### src/rtl/tpu_pkg.sv
// Shared definitions for the systolic matrix-multiply datapath: sequencer
// state encoding and default array geometry.
package tpu_pkg;

  typedef enum logic [2:0] {
    S_IDLE,
    S_CLEAR,
    S_FEED,
    S_DRAIN,
    S_DONE
  } seq_state_t;

  localparam int DEFAULT_N        = 2;
  localparam int DEFAULT_OP_WIDTH = 8;

endpackage

### src/rtl/skew_line.sv
// Per-lane delay line: delays an operand by DEPTH cycles and outputs zero
// whenever the slot it presents holds no valid element.
module skew_line #(
  parameter int DEPTH = 0,
  parameter int WIDTH = 8
) (
  input  logic             clk,
  input  logic             reset,
  input  logic             in_valid,
  input  logic [WIDTH-1:0] in_data,
  output logic [WIDTH-1:0] out_data
);

  if (DEPTH == 0) begin : g_pass
    // Buffer read data is already registered; lane 0 only needs gating.
    logic unused_clk_reset;
    assign unused_clk_reset = clk ^ reset;
    assign out_data = in_valid ? in_data : '0;
  end else begin : g_shift
    logic [DEPTH-1:0] valid_q;
    logic [WIDTH-1:0] data_q [DEPTH];

    always_ff @(posedge clk) begin
      if (reset) begin
        valid_q <= '0;
        // NOTE: these data stages are a short shift register, not a RAM, so
        // clearing them on reset is cheap and keeps the lanes at zero.
        for (int s = 0; s < DEPTH; s++) data_q[s] <= '0;
      end else begin
        valid_q[0] <= in_valid;
        data_q[0]  <= in_data;
        for (int s = 1; s < DEPTH; s++) begin
          valid_q[s] <= valid_q[s-1];
          data_q[s]  <= data_q[s-1];
        end
      end
    end

    assign out_data = valid_q[DEPTH-1] ? data_q[DEPTH-1] : '0;
  end

endmodule

### src/rtl/systolic_sequencer.sv
// Runs one output-stationary matrix-multiply pass: clear, feed K skewed
// operand vectors, drain the array, then pulse done.
module systolic_sequencer
  import tpu_pkg::*;
#(
  parameter int N        = DEFAULT_N,
  parameter int OP_WIDTH = DEFAULT_OP_WIDTH,
  parameter int K_WIDTH  = 8
) (
  input  logic                  clk,
  input  logic                  reset,
  input  logic                  start,
  input  logic [K_WIDTH-1:0]    k_len,
  output logic                  busy,
  output logic                  done,
  output logic                  rd_en,
  output logic [K_WIDTH-1:0]    rd_addr,
  input  logic [N*OP_WIDTH-1:0] a_rd_data,
  input  logic [N*OP_WIDTH-1:0] b_rd_data,
  output logic                  mac_clear,
  output logic                  mac_ena,
  output logic [N*OP_WIDTH-1:0] new_a_column,
  output logic [N*OP_WIDTH-1:0] new_b_row
);

  // Drain covers the widest skew (N-1) plus the array's own N-1 hops.
  localparam int DRAIN_LEN = 2 * N - 1;
  localparam int DW        = $clog2(2 * N);

  seq_state_t         state, next_state;
  logic [K_WIDTH-1:0] k_len_q;
  logic [K_WIDTH-1:0] addr_q;
  logic [DW-1:0]      drain_q;
  logic               rd_valid_q;
  logic               last_feed;

  assign last_feed = (addr_q == k_len_q - K_WIDTH'(1));

  always_ff @(posedge clk) begin
    if (reset) begin
      state      <= S_IDLE;
      k_len_q    <= '0;
      addr_q     <= '0;
      drain_q    <= '0;
      rd_valid_q <= 1'b0;
    end else begin
      state      <= next_state;
      rd_valid_q <= (state == S_FEED);
      if (state == S_IDLE && start) k_len_q <= k_len;
      // Address stops at K-1 so it never wraps, even for the largest K.
      if (state == S_CLEAR) addr_q <= '0;
      else if (state == S_FEED && !last_feed) addr_q <= addr_q + K_WIDTH'(1);
      if (state == S_FEED) drain_q <= DW'(DRAIN_LEN - 1);
      else if (state == S_DRAIN) drain_q <= drain_q - DW'(1);
    end
  end

  always_comb begin
    // NOTE: every output of this block is defaulted first so no path through
    // the case statement can infer a latch.
    next_state = state;
    busy       = 1'b1;
    done       = 1'b0;
    rd_en      = 1'b0;
    rd_addr    = '0;
    mac_clear  = 1'b0;
    mac_ena    = 1'b0;
    case (state)
      S_IDLE: begin
        busy = 1'b0;
        if (start) next_state = S_CLEAR;
      end
      S_CLEAR: begin
        mac_clear  = 1'b1;
        next_state = (k_len_q == '0) ? S_DONE : S_FEED;
      end
      S_FEED: begin
        rd_en   = 1'b1;
        rd_addr = addr_q;
        mac_ena = 1'b1;
        if (last_feed) next_state = S_DRAIN;
      end
      S_DRAIN: begin
        mac_ena = 1'b1;
        if (drain_q == '0) next_state = S_DONE;
      end
      S_DONE: begin
        done       = 1'b1;
        next_state = S_IDLE;
      end
      default: next_state = S_IDLE;
    endcase
  end

  for (genvar i = 0; i < N; i++) begin : g_lane
    skew_line #(.DEPTH(i), .WIDTH(OP_WIDTH)) u_skew_a (
      .clk      (clk),
      .reset    (reset),
      .in_valid (rd_valid_q),
      .in_data  (a_rd_data[i*OP_WIDTH +: OP_WIDTH]),
      .out_data (new_a_column[i*OP_WIDTH +: OP_WIDTH])
    );
    skew_line #(.DEPTH(i), .WIDTH(OP_WIDTH)) u_skew_b (
      .clk      (clk),
      .reset    (reset),
      .in_valid (rd_valid_q),
      .in_data  (b_rd_data[i*OP_WIDTH +: OP_WIDTH]),
      .out_data (new_b_row[i*OP_WIDTH +: OP_WIDTH])
    );
  end

endmodule

### config.mk
export PLATFORM = sky130hd
export DESIGN_NAME = systolic_sequencer
export DESIGN_NICKNAME = d
export VERILOG_FILES = /design/src/rtl/tpu_pkg.sv /design/src/rtl/skew_line.sv /design/src/rtl/systolic_sequencer.sv
export SDC_FILE = /design/constraint.sdc
export NUM_CORES = 1
export LEC_CHECK = 0
export ABC_CLOCK_PERIOD_IN_PS = 5100
export BUFFER_PORTS_ARGS = -buffer_cell sky130_fd_sc_hd__buf_2
export CAP_MARGIN = 15
export CELL_PAD_IN_SITES_DETAIL_PLACEMENT = 0
export CELL_PAD_IN_SITES_GLOBAL_PLACEMENT = 1
export CORE_MARGIN = 10
export CORE_UTILIZATION = 35
export DETAILED_ROUTE_END_ITERATION = 12
export GPL_TIMING_DRIVEN = 1
export PLACE_DENSITY_LB_ADDON = 0.1
export SLEW_MARGIN = 5
export SYNTH_ARGS = -nofsm -noshare
export SYNTH_HDL_FRONTEND = slang
export SYNTH_HIERARCHICAL = 1
export SYNTH_SLANG_ARGS = --single-unit
### constraint.sdc
create_clock -name clk -period 5.1 [get_ports clk]
set_clock_uncertainty 0.05 [all_clocks]
set_input_delay 1.02 -clock clk [delete_from_list [all_inputs] [get_ports clk]]
set_output_delay 1.02 -clock clk [all_outputs]
set_load 0.01 [all_outputs]
Word level (Yosys, flattened, before mapping)
Memories as Yosys holds them, arrays and structs flattened.
Index checks and enable logic that the tools add are counted.
{ "word_totals": {"input_bits": 43, "register_bits": 23, "romBits": 0, "out_inout_bits": 45, "memories": 2, "latch_bits": 0, "mem_bits_rw": 16} }
{ "classes": {"n_lt_le_gt_ge": 0, "reduce_logical": 13, "mux": 24, "mul": 0, "shift": 0, "n_bitwise": 0, "div": 0, "eq_ne": 8, "add_sub_neg": 3} }
{ "memory_table": {"columns": ["memory", "depth", "width", "rd", "rd_clocked_by_memory_dff", "write_ports", "line_no", "source"], "rows": [
  ["g_lane[1].u_skew_a.g_shift.data_q", 1, 8, 1, 0, 1, "skew_line.sv:21", "logic [WIDTH-1:0] data_q [DEPTH];"],
  ["g_lane[1].u_skew_b.g_shift.data_q", 1, 8, 1, 0, 1, "skew_line.sv:21", null]
]} }
{ "ops": {"columns": ["operator", "count"], "rows": [
  ["two-way mux 8 bit", 7],
  ["OR reduction 8 bit", 2],
  ["two-way mux 3 bit", 4],
  ["case mux 3 bit (4 select lines)", 1],
  ["two-way mux 1 bit", 10],
  ["adder 8 x 1 -> 8 bit (second input constant)", 1],
  ["equality test 8 bit", 1],
  ["logical NOT 8 bit", 1],
  ["subtractor 8 x 1 -> 8 bit (second input constant)", 1],
  ["equality test 3 x 2 -> 1 bit (second input constant)", 2],
  ["OR reduction 2 bit", 3],
  ["two-way mux 2 bit", 2],
  ["!= test 2 bit (second input constant)", 2],
  ["equality test 3 x 1 -> 1 bit (second input constant)", 1],
  ["equality test 3 bit (second input constant)", 1],
  ["logical NOT 3 bit", 1],
  ["AND reduction 3 bit", 1],
  ["logical AND 1 bit", 2],
  ["logical NOT 2 bit", 1],
  ["!= test 2 x 1 -> 1 bit (second input constant)", 1],
  ["nonzero test 2 bit", 1],
  ["subtractor 2 x 1 -> 2 bit (second input constant)", 1],
  ["logical NOT 1 bit", 1]
]} }

Logic depth before layout (Yosys ltp)
Gate-level depths: netlist (run 1).
{ "depth": {"ltp_word": 4, "mapped_depth": 10} }

Hierarchy
The synthesis (run 1) kept the hierarchy.
{ "modules_own_cells": {"columns": ["mod", "cells_each", "seq_area_each_um2", "area_each_um2", "n_inst"], "rows": [
  ["systolic_sequencer", 164, 440.4, 1275.0, 1],
  ["skew_line at g_lane[1].u_skew_a ...", 26, 180.2, 286.5, 2],
  ["skew_line at g_lane[0].u_skew_a ...", 8, 0.0, 50.0, 2]
]} }

Worst setup path before layout (run 1)
No wires, ideal clock.
{ "synth_timing": {"path_kind": "reg-to-output", "startpoint": "register state[1]", "endpoint": "output port rd_addr[0]", "n_path_buf": 2, "path_stages_with_launch": 8, "setup_slack_ns": 2.511, "arrival_ns": 1.519, "path_cell_list": "dfxtp_1 > clkbuf_1 > nand2b_1 > inv_1 > nand2b_1 > inv_1 > clkbuf_1 > and2_1"} }
{ "synth_via": {"elab_chain_len": 2} }
{ "synth_rtl": {"columns": ["item", "line_no", "source"], "rows": [
  ["start, declared", "systolic_sequencer.sv:30", "seq_state_t state, next_state;"],
  ["start signal, assigned", "systolic_sequencer.sv:47", "state <= next_state;"],
  ["equality test 3 x 2 -> 1 bit", "systolic_sequencer.sv:68", "case (state)"],
  ["two-way mux 8 bit", "systolic_sequencer.sv:68", null],
  ["end, declared", "systolic_sequencer.sv:17", "output logic [K_WIDTH-1:0] rd_addr,"]
]} }
No other way between the ends.

Worst setup path in the final report (run 1)
{ "layout_timing": {"startpoint": "register state[1]", "endpoint": "output port rd_addr[3]"} }
Same word-level chain as after synthesis.

==> impl_metrics.yaml, run 1 <==
run_status:
  status: "finished clean"
place:
  detailed_place_hpwl_mm: 3.95
  gp_congestion: 0.734
  dp_slack_ns: 2.48
  placed_area_sq_um: 2420
  port_buffers: 87
synth:
  yosysTopAreaCell: "dfxtp_1"
  synth_seq_cells: 40
  yosys-top-cells-area: "dfxtp_1 41%, and2_1 13%, nor2b_1 6.1%, nand2_1 5.2%, a21oi_1 3.9%"
  yosysMostFrequentCell: "and2_1"
  synth_edf_count: 0
  synthArstFlopShare_pct: 0
  synth_nets: 279
  synth_common_cells: "42 x and2_1, 40 x dfxtp_1, 27 x nand2_1"
  ys_seq_area_share_pct: 41.1
  syn_area_sq_um: 1950
  ys_types: 37
  synthFlopType: "dfxtp_1"
  synth_top_area_share_pct: 41.1
  postSynthAreaPerCell_sq_um: 8.40
  synth_cells: 232
  yosysWarnings: 6
worst_setup_path:
  crit_chain: "nand2b_1 -> inv_1 -> nand2b_1 -> inv_1 -> and2_1 -> buf_2"
  startpoint_type: "flop"
  cp.required_ns: 4.03
  critical_path.max_fanout: 11
  crit_type: "reg2out"
  crit_family: "buffers and inverters"
  r2r-start: "k_len_q[0]$_SDFFE_PP0P_"
  max_stage_delay_ns: 0.47
  r2r_cells: 8
  rrSetupSlack_ns: 2.52
  critPathBufInv: 3
  cp-end-kind: "output pin"
  worstReg2RegEnd: "addr_q[2]$_SDFFE_PP0P_"
  slowest_stage: "dfxtp_1"
  worstPathArrival_ns: 1.86
global_route:
  grt_pass1_wl_mm: 8.05
  grt_util_all_layers_pct: 11.0
  gr-total-overflow: 0
  grt_max_degree: 37
  grt_pass1_vias: 1689
  antenna_found_initial: 0
timing:
  final.setup.worst_slack_ns: 2.17
  fin_crit_sh_pct: 57.4
  maxSlewHeadroom_pct: 58.7
  finalSetupViolCount: 0
  worstMarginPinSlew_ns: 0.620
  finalHoldViolations: 0
  slew_viol_final: 0
  fin_crit_ns: 2.93
  whs_ns: 0.442
  max_freq_mhz: 342
  setup_tns_ns: 0
  rsz0062_at_grt: "false"
cts:
  post_cts_resized: 0
  cts_hold_buffers: 0
  clock_latency_ns: 0.29
  post_cts_buffers: 0
  cts_root_buf: "clkbuf_8"
  cts.sinks: 40
  clk_path_buf_depth: 2
  htree_levels: 2
  cts_tree: "yes"
  clkTransAtPathRegs_ns: 0.08
  cts_buffers: 5
route:
  drc: 0
  via_per_inst: 4.50
  wire_per_inst_um: 12.9
  initialDrtViolationCount: 41
  dr.pass1.iters: 4
  wl_mm: 5.01
  postRouteAntennaNets: 0
  vias: 1750
floorplan:
  die_y_um: 94.6
  ios: 88
  core_area_sq_um: 5440
  dieArea_sq_um: 8950
  fp-row-count: 27
  die_w_um: 94.6
  start_util_pct: 35.8
power:
  total_power_uw: 745
  leakage_nw: 1.23
  p_per_area_nw_per_um2: 294
  max-vdd-ir-drop_v: 0.000121
hold_path:
  min_path_cells: 2
  hold_path.class: "reg2reg"
  worstHoldEndpoint: "k_len_q[7]$_SDFFE_PP0P_"
  hold_start: "k_len_q[7]$_SDFFE_PP0P_"
layout:
  fin_nets: 363
  n_antenna_cell: 0
  design_area_sq_um: 2530
  final_layout_size_suffix_gt1_share_pct: 31.2
  area_growth_pct: 30.1
  fillCellCount: 571
job:
  cap_violations: 0
## power breakdown
part | internal (mW) | switching [mW]
combinational | 0.0647 | 0.0679
sequential | 0.331 | 0.0192
clock | 0.147 | 0.114
## layer usage
| layer | vias up | routed length (um) | GRT usage (%) |
|---|---|---|---|
| li1 | 934 | - | - |
| met1 | 774 | 2110 | 12.4 |
| met2 | 40 | 2490 | 18.6 |
| met3 | 2 | 388 | 4.60 |
| met4 | 0 | 12 | 2.99 |
| met5 | - | 0 | 0 |
## cell usage in the layout (no fill, tap or decap), types with 5 or more instances in the layout
cell type	n
a21oi_1	15
and2_1	42
buf_2	87
clkbuf_8	5
dfxtp_1	40
inv_1	7
nand2_1	27
nor2_1	10
nor2b_1	19
nor3_1	6
o21ai_0	5
or3_1	5
xnor2_1	7
## flip-flops by register name (all words and copies together), names as in the netlist
register,flops
addr_q,8
drain_q,2
g_lane.u_skew_a/g_shift.data_q,8
g_lane.u_skew_a/g_shift.valid_q,1
g_lane.u_skew_b/g_shift.data_q,8
g_lane.u_skew_b/g_shift.valid_q,1
k_len_q,8
rd_valid_q,1
state,3
## through the flow
stage | utilization [%] | instances
4_1_cts | 46.6 | 389
5_1_grt | 46.6 | 389
6_report | 46.6 | 389
3_3_place_gp | 44.4 | 381
3_5_place_dp | 44.4 | 381
2_1_floorplan | - | 232
## cells by family after synthesis
logic type | count (synthesis) | share of synthesized area (%)
simple gates | 129 | 37.2
flops | 40 | 41.1
compound gates | 31 | 9.89
buf+inv | 17 | 4.24
xor+xnor | 10 | 4.50
fa+ha+maj | 4 | 2.57
mux | 1 | 0.514
## layout make-up
class | instances | area [sq um] | share of cell area, %
Clock buffer | 5 | 68.8 | 2.72
Clock inverter | 3 | 47.5 | 1.88
Inverter | 7 | 26.3 | 1.04
Multi-Input combinational cell | 175 | 1060 | 42.0
Sequential cell | 40 | 801 | 31.6
Tap cell | 72 | 90.1 | 3.56
Timing Repair Buffer | 87 | 435 | 17.2
## worst reg2reg max path: cells and delay by family, from the launching register on
family / cells / cell delay (ns)
compound gates: 3 / 0.84
simple gates: 2 / 0.72
flops: 1 / 0.41
fa+ha+maj: 1 / 0.25
mux: 1 / 0.17
buf+inv: 1 / 0.09
## worst max-delay path by stage
| stage | start | endpoint | slack, ns | cells after the start |
|---|---|---|---|---|
| floorplan | state[1]$_SDFFE_PP0P_ | rd_addr[0] | 2.51 | 7 |
| global placement | state[1]$_SDFFE_PP0P_ | rd_addr[3] | 2.53 | 6 |
| detailed placement | state[1]$_SDFFE_PP0P_ | rd_addr[3] | 2.48 | 6 |
| CTS | state[1]$_SDFFE_PP0P_ | rd_addr[3] | 2.15 | 6 |
| global route | state[1]$_SDFFE_PP0P_ | rd_addr[3] | 1.93 | 6 |
| finish | state[1]$_SDFFE_PP0P_ | rd_addr[3] | 2.17 | 6 |
(Power assumes the default switching activity.)
==> inputs of run 2 (changes only) <==
Settings changed: ABC_CLOCK_PERIOD_IN_PS 5100 to 2700, CORE_UTILIZATION 35 to 33.
Clock period 5.1 ns to 2.7 ns, I/O delays scaled along.
==> impl_metrics.yaml, run 2 (synthesized netlist as in run 1, its figures left out) <==
layout:
  register_area_sq_um: 801
  design_area_sq_um: 2540
  final_common_cell: "buf_2"
  n_antenna_cell: 0
  area_growth_pct: 30.3
  layout_common_cells: "87 x buf_2, 42 x and2_1, 40 x dfxtp_1"
  fin_nets: 366
  fillCellCount: 615
  final_layout_size_suffix_gt1_share_pct: 31.9
  multi_input_area_sq_um: 1060
power:
  max-vdd-ir-drop_v: 0.000256
  leakage_nw: 1.23
  p_per_area_nw_per_um2: 529
  total_power_mw: 1.34
floorplan:
  die_w_um: 96.8
  fp-row-count: 27
  die_y_um: 96.8
  ios: 88
  core_area_sq_um: 5610
  dieArea_sq_um: 9380
  start_util_pct: 34.7
worst_setup_path:
  critical_path.max_fanout: 16
  crit_type: "reg2reg"
  cp-end-kind: "flop"
  worstPathArrival_ns: 2.57
  rrSetupSlack_ns: 0.31
  slowest_stage: "dfxtp_1"
  r2r-start: "k_len_q[0]$_SDFFE_PP0P_"
  worstReg2RegEnd: "addr_q[2]$_SDFFE_PP0P_"
  max_stage_delay_ns: 0.42
  crit_chain: "inv_1 -> ha_1 -> o21ba_2 -> a221o_1 -> a222oi_1 -> and3_1 -> buf_4 -> nand3b_2 -> mux2i_1"
  startpoint_type: "flop"
  critical_path.startpoint: "k_len_q[0]$_SDFFE_PP0P_"
  r2r_cells: 9
  cp.required_ns: 2.88
global_route:
  grt_pass1_wl_mm: 8.54
  grt_max_degree: 36
  grt_pass1_vias: 1696
  grt_util_all_layers_pct: 10.8
  antenna_found_initial: 0
  gr-total-overflow: 0
route:
  postRouteAntennaNets: 0
  drc: 0
  wl_mm: 5.17
  initialDrtViolationCount: 42
  dr.pass1.iters: 4
  wire_per_inst_um: 13.2
  via_per_inst: 4.53
  vias: 1776
hold_path:
  worstHoldEndpoint: "g_lane[1].u_skew_a/g_shift.data_q[0][3]$_SDFF_PP0_"
  hold_start: "a_rd_data[11]"
  hold_path.class: "in2reg"
  min_path_cells: 2
timing:
  maxSlewHeadroom_pct: 70.9
  fin_crit_sh_pct: 88.4
  fin_crit_ns: 2.39
  rsz0062_at_grt: "false"
  finalSetupViolCount: 0
  whs_ns: 0.395
  setup_tns_ns: 0
  finalHoldViolations: 0
  max_freq_mhz: 419
  worstMarginPinSlew_ns: 0.436
  slew_viol_final: 0
run_status:
  status: "finished clean"
cts:
  post_cts_resized: 0
  clkTransAtPathRegs_ns: 0.08
  clock_latency_ns: 0.30
  htree_levels: 2
  cts_tree: "yes"
  cts_hold_buffers: 0
  cts_buffers: 5
  clk_path_buf_depth: 2
  post_cts_buffers: 0
  cts.sinks: 40
  cts_root_buf: "clkbuf_8"
place:
  port_buffers: 87
  placed_area_sq_um: 2440
  detailed_place_hpwl_mm: 4.04
  gp_congestion: 0.761
job:
  cap_violations: 0
-- run 2: worst max-delay path by stage --
| stage | to | slack (ns) |
|---|---|---|
| 2_1_floorplan | addr_q[2]$_SDFFE_PP0P_ | 0.43 |
| 3_3_place_gp | addr_q[2]$_SDFFE_PP0P_ | 0.37 |
| 3_5_place_dp | addr_q[2]$_SDFFE_PP0P_ | 0.34 |
| 4_1_cts | rd_addr[6] | 0.31 |
| 5_1_grt | addr_q[7]$_SDFFE_PP0P_ | 0.11 |
| 6_report | addr_q[2]$_SDFFE_PP0P_ | 0.31 |
-- run 2: where the power goes --
group          switching (mW)  internal, mW
sequential             0.0374         0.625
clock                   0.218         0.207
combinational           0.131         0.125
-- run 2: area by class of cell --
type                       count  share of cell area, %
multi-input combinational    175                   42.0
sequential                    40                   31.6
timing repair buffer          90                   18.0
tap                           72                   3.55
clock buffer                   6                   3.25
inverter                       7                   1.04
clock inverter                 2                  0.592
-- run 2: critical path: cells and delay by family (launching register included) --
family	cells	cell delay, ns
compound gates	3	0.84
flops	1	0.42
simple gates	2	0.34
buf+inv	2	0.28
fa+ha+maj	1	0.25
mux	1	0.17
-- run 2: layer usage --
metal	wire, um	global-route usage [%]
met2	2140	16.3
met4	68	3.72
met5	0	0
met1	2540	13.4
met3	424	4.68
-- run 2: stage by stage --
step / cells / util, % / setup slack (ns)
after global placement: 384 / 43.5 / 0.367
after global routing: 392 / 45.2 / 0.107
after floorplan: 232 / - / 0.432
after detailed placement: 384 / 43.5 / 0.337
after CTS: 392 / 45.2 / 0.308
final: 392 / 45.2 / 0.314
